### src/rtl/rsh_pkg.sv
// Shared types for the sequential shift unit rsh_seq and its step cell.
package rsh_pkg;

  typedef enum logic [1:0] {
    LSR = 2'b00,
    ASR = 2'b01,
    LSL = 2'b10,
    ROR = 2'b11
  } shift_mode_t;

  typedef enum logic [1:0] {
    IDLE  = 2'b00,
    SHIFT = 2'b01,
    DONE  = 2'b10
  } rsh_state_t;

endpackage

### src/rtl/rsh_step.sv
// Single-bit-position shift step, purely combinational.
// Rotate-right case exists only when RSH_ROTATE_EN is defined; otherwise mode 11 acts as LSR.
module rsh_step
  import rsh_pkg::*;
#(
  parameter int W = 7
) (
  input  logic [W-1:0] value,
  input  shift_mode_t  mode,
  output logic [W-1:0] result
);

  always_comb begin
    // NOTE: default assignment first so no path through the case leaves result unassigned (no latch).
    result = {1'b0, value[W-1:1]};
    case (mode)
      ASR:     result = {value[W-1], value[W-1:1]};
      LSL:     result = {value[W-2:0], 1'b0};
`ifdef RSH_ROTATE_EN
      ROR:     result = {value[0], value[W-1:1]};
`endif
      default: ;
    endcase
  end

endmodule

### src/rtl/rsh_seq.sv
// Multi-cycle shifter: one bit position per clock, valid/ready on both sides.
// Define RSH_ROTATE_EN to make mode 11 a rotate right (else it behaves as LSR).
module rsh_seq
  import rsh_pkg::*;
#(
  parameter  int W  = 7,
  localparam int AW = $clog2(W + 1)
) (
  input  logic          clk,
  input  logic          reset,
  input  logic          in_valid,
  output logic          in_ready,
  input  logic [W-1:0]  in_data,
  input  logic [AW-1:0] in_amt,
  input  logic [1:0]    in_mode,
  output logic          out_valid,
  input  logic          out_ready,
  output logic [W-1:0]  out_data,
  output logic          busy
);

  rsh_state_t    state, state_next;
  logic [W-1:0]  work;
  logic [W-1:0]  step_out;
  logic [AW-1:0] cnt;
  shift_mode_t   mode;

  rsh_step #(.W(W)) u_step (
    .value  (work),
    .mode   (mode),
    .result (step_out)
  );

  always_ff @(posedge clk) begin
    // NOTE: non-blocking assignments for all registered state so every flop samples pre-edge values.
    if (reset) begin
      state <= IDLE;
      work  <= '0;
      cnt   <= '0;
      mode  <= LSR;
    end else begin
      state <= state_next;
      case (state)
        IDLE: if (in_valid) begin
          work <= in_data;
          cnt  <= in_amt;
          mode <= shift_mode_t'(in_mode);
        end
        SHIFT: begin
          work <= step_out;
          cnt  <= cnt - AW'(1);
        end
        default: ;
      endcase
    end
  end

  always_comb begin
    state_next = state;
    in_ready   = 1'b0;
    out_valid  = 1'b0;
    out_data   = '0;
    busy       = 1'b1;
    case (state)
      IDLE: begin
        in_ready = 1'b1;
        busy     = 1'b0;
        if (in_valid) state_next = (in_amt != '0) ? SHIFT : DONE;
      end
      // Counter is never zero here: amt 0 bypasses SHIFT entirely.
      SHIFT: if (cnt == AW'(1)) state_next = DONE;
      DONE: begin
        out_valid = 1'b1;
        out_data  = work;
        if (out_ready) state_next = IDLE;
      end
      default: state_next = IDLE;
    endcase
  end

endmodule

### config.mk
export PLATFORM = sky130hd
export DESIGN_NAME = rsh_seq
export DESIGN_NICKNAME = d
export VERILOG_FILES = /design/src/rtl/rsh_pkg.sv /design/src/rtl/rsh_step.sv /design/src/rtl/rsh_seq.sv
export SDC_FILE = /design/constraint.sdc
export NUM_CORES = 1
export LEC_CHECK = 0
export BUFFER_PORTS_ARGS = -buffer_cell sky130_fd_sc_hd__buf_4
export CAP_MARGIN = 20
export CORE_MARGIN = 2
export CORE_UTILIZATION = 33
export CTS_BUF_LIST = sky130_fd_sc_hd__clkbuf_8
export DETAILED_ROUTE_END_ITERATION = 8
export GPL_TIMING_DRIVEN = 0
export MAX_ROUTING_LAYER = met4
export PLACE_DENSITY = 0.54
export SYNTH_ARGS = -nofsm -noshare
export SYNTH_HDL_FRONTEND = slang
export SYNTH_SLANG_ARGS = --single-unit
### constraint.sdc
create_clock -name clk -period 2.62 [get_ports clk]
set_clock_uncertainty 0.1 [all_clocks]
set_input_delay 0 -clock clk [delete_from_list [all_inputs] [get_ports clk]]
set_output_delay 0 -clock clk [all_outputs]
set_load 0.05 [all_outputs]
==> summary.log <==
[run_status] result of the run finished, final reports clean
[floorplanning] I/O pin total 26
[power] VDD IR-drop max 0.274 mV
[setup_path] CP max-delay cell dlygate4sd3_1
[finish] post-route design area 1230 µm²
[floorplanning] die height 56.4 µm
[clock_tree] worst skew pair latency 250 ps
[setup_path] worst setup path start state[1]$_SDFFE_PP0P_
[global_routing] total global routing track utilization 16.6%
[power] cell area power density 545 nW/µm²
[finish] area grow syn2layout 35.7%
[routing] post-detailed-route DRC marker count 0
[setup_path] required time at the worst-slack endpoint 2650 ps
[clock_tree] number of H-tree branching levels 1
[setup_path] worst path arrival time 1960 ps
[routing] DR vias 878
[synthesis] dominant register cell in the synthesized netlist dfxtp_1
[sta] Final Critical Period 1930 ps
[setup_path] sort of element at the start of the critical path flip-flop
[placement] cell count after placement 161
[floorplanning] die width 56.4 µm
[synthesis] Syn Inst Count 107
[clock_tree] post-cts resize count 0
[clock_tree] post-CTS clock slew at the launch and capture registers of the worst setup and hold paths 60 ps
[sta] share of the cycle needed by the critical path after routing 73.6%
[clock_tree] number of buffers inserted during clock tree synthesis 3
[setup_path] number of buffers and inverters on the critical path 2
[run] count of max-cap constraint violations 0
[routing] final WL 2400 µm
[min_path] startpoint of the lowest-slack hold path out_ready
[synthesis] total number of yosys warnings 0
[sta] setup TNS after final layout 0 ps
[routing] Avg Vias per Cell 5.16
[global_routing] number of antenna violations at the first check in global routing 0
[setup_path] family with the most delay on the worst path buffers and inverters
[placement] number of buffers added on ports 24
[floorplanning] Core Area 2540 µm²
[global_routing] pin count of the biggest net entering global routing 11
[global_routing] wire length of the first global-routing pass 4050 µm
[power] total design power 0.669 mW
[clock_tree] CTS Hold Bufs 5
[placement] estimated wirelength of the detail-placed design 1730 µm
[finish] Filler Cells Inserted 255
[sta] total of endpoints with negative setup slack in the final report 0
[sta] number of hold-slack violations in the final timing report 0
[placement] placed standard-cell area 1120 µm²
[synthesis] biggest area contributors in the synthesized netlist dfxtp_1, ha_1, a311oi_1
[synthesis] Synth area leader dfxtp_1
[setup_path] CP endpoint kind flip-flop
[synthesis] count of cell types in the netlist 29
[routing] 1st-pass router iterations 4
[floorplanning] row count 18
[clock_tree] clock tree from TritonCTS built
[finish] share of final-layout standard cells stronger than drive strength 1 26.4%
[setup_path] critical-path cell list buf_2 -> nor3b_2 -> mux2i_1 -> nor2_1 -> dlygate4sd3_1
[synthesis] area of the mapped netlist 905 µm²
[synthesis] part of the Yosys area used for sequential elements 31.0%
[sta] Final Max Slew Viols 0
[setup_path] largest stage delay on the critical path 570 ps
[sta] worst rel slew slack 74.8%
[sta] maximum achievable frequency 0.519 GHz
[global_routing] via count of the first global-routing pass 842
[clock_tree] buffers from clock root to sink, at most 2
[floorplanning] area enclosed by the die boundary 3180 µm²
[floorplanning] starting utilization of the core area 35.5%
[sta] RSZ-0062 raised after global routing no
[routing] first-iteration detailed-routing DRC count 25
[synthesis] fraction of post-synthesis cell area in the top cell type by area 31.0%
[synthesis] share of synthesized registers carrying an async set or reset 0%
[setup_path] highest fanout seen on the critical path 10
[clock_tree] CTS root buffer clkbuf_8
[synthesis] number of enable flip-flop cells after synthesis 0
[synthesis] mean instance size in the synthesized netlist 8.45 µm²
[synthesis] number of storage elements in the synthesis netlist 14
[clock_tree] clk sink count 14
[finish] net total in the final layout 162
[setup_path] startpoint of the worst register-to-register path state[1]$_SDFFE_PP0P_
[synthesis] Mapped Nets 128
[placement] GPL Wtd Cong 0.835
[power] static leakage 0.569 nW
[global_routing] aggregate global routing overflow 0
[setup_path] type of the worst setup path reg2reg
[routing] ANT nets after route 0
[routing] wire length per cell 14.1 µm
[min_path] path category of the worst min-delay check in2reg
[finish] diode insertion count for antenna repair 0
[clock_tree] setup repair bufs after CTS 0
[sta] Worst-Margin Slew 378 ps
[finish] count of non-filler cells in the finished layout 170
[cell usage after synthesis, drive strengths merged (2+ instances only)]
library cell,instances
o221a,2
mux2i,4
a21oi,10
nand2b,2
a311oi,6
nor2,8
inv,8
ha,5
nand3b,5
and2,8
a21o,5
buf,5
dfxtp,14
clkbuf,3
nor2b,3
o21ai,7
[sequential cells by signal (all words and copies together), names as in the netlist]
signal,flops
cnt,3
work,7
mode,2
state,2
[worst min-delay path, delay by kind of cell]
kind / cells / cell delay, ps
compound gates: 1 / 80
buf+inv: 2 / 150
simple gates: 1 / 90
[cells in the final DEF, fill, tap and decap left out]
master | synthesis | final
nand2b_1 | 2 | 2
mux2i_1 | 4 | 4
a21o_1 | 5 | 5
clkbuf_8 | 0 | 4
o221a_2 | 2 | 2
nor2b_1 | 3 | 3
dfxtp_1 | 14 | 14
buf_6 | 2 | 2
buf_2 | 3 | 3
nand3b_1 | 5 | 5
o21ba_2 | 1 | 1
o21ai_0 | 7 | 7
nand2_1 | 1 | 1
a22oi_1 | 1 | 1
a311oi_1 | 6 | 6
dlygate4sd3_1 | 0 | 5
nor3b_2 | 1 | 1
buf_4 | 0 | 24
inv_1 | 8 | 8
clkbuf_1 | 3 | 3
a21oi_1 | 10 | 10
o311a_1 | 1 | 1
and2_1 | 8 | 8
a222oi_1 | 1 | 1
a211oi_1 | 1 | 1
ha_1 | 5 | 5
nor2_1 | 8 | 8
or2_1 | 1 | 1
a32oi_1 | 1 | 1
nor3_1 | 1 | 1
and2b_1 | 1 | 1
o21a_1 | 1 | 1
[worst paths after layout]
path / endpoint / slack (ps) / depth (start not counted)
worst max-delay path: mode[0]$_SDFFE_PP0P_ / 690 / 5
worst min-delay path: state[1]$_SDFFE_PP0P_ / 4 / 4
worst max register to register: mode[0]$_SDFFE_PP0P_ / 690 / 5
worst min register to register: work[5]$_SDFFE_PP0P_ / 400 / 1
[power breakdown]
| group | leakage, nW | switching (mW) | internal, mW | total, mW |
|---|---|---|---|---|
| clock network | 0.0288 | 0.0800 | 0.133 | 0.213 |
| registers | 0.116 | 0.0197 | 0.238 | 0.258 |
| logic | 0.424 | 0.107 | 0.0913 | 0.198 |
| total | 0.569 | 0.206 | 0.463 | 0.669 |
[logic make-up (layout without fill, tap and decap cells)]
kind of cell / after synthesis / in the layout / synth area share [%]
multiplexers: 4 / 4 / 4.43
AND/OR/NAND/NOR: 31 / 31 / 20.3
AO/OA/AOI/OAI: 37 / 37 / 28.6
buffers and inverters: 16 / 49 / 8.71
flip-flops: 14 / 14 / 31.0
adder cells (fa/ha/maj): 5 / 5 / 6.92
[metrics by stage]
stage / utilization [%] / setup slack (ps) / hold WS (ps)
5_1_grt: 48.2 / 567 / 57.8
3_5_place_dp: 44.1 / 932 / 147
3_3_place_gp: 44.1 / 954 / 134
6_report: 48.2 / 693 / 4.17
4_1_cts: 48.2 / 704 / 7.80
2_1_floorplan: - / 790 / 47.2
[final cells by class]
class	instances	area, µm²	share of cell area (%)
plain buffers	8	48.8	3.98
clock buffers	4	55.1	4.49
inverters	8	30.0	2.45
multi-input cells	77	546	44.4
flip-flops and latches	14	280	22.8
well taps	30	37.5	3.06
repair buffers	29	230	18.8
[routing by layer]
layer  wire length, µm  vias to the layer above  track usage (%)
li1                  -                      448                -
met1              1150                      399             21.7
met2              1130                       27             26.1
met3               107                        4             3.00
met4                19                        0             5.10
met5                 0                        -                -
Power figures use the tool's default switching activity.
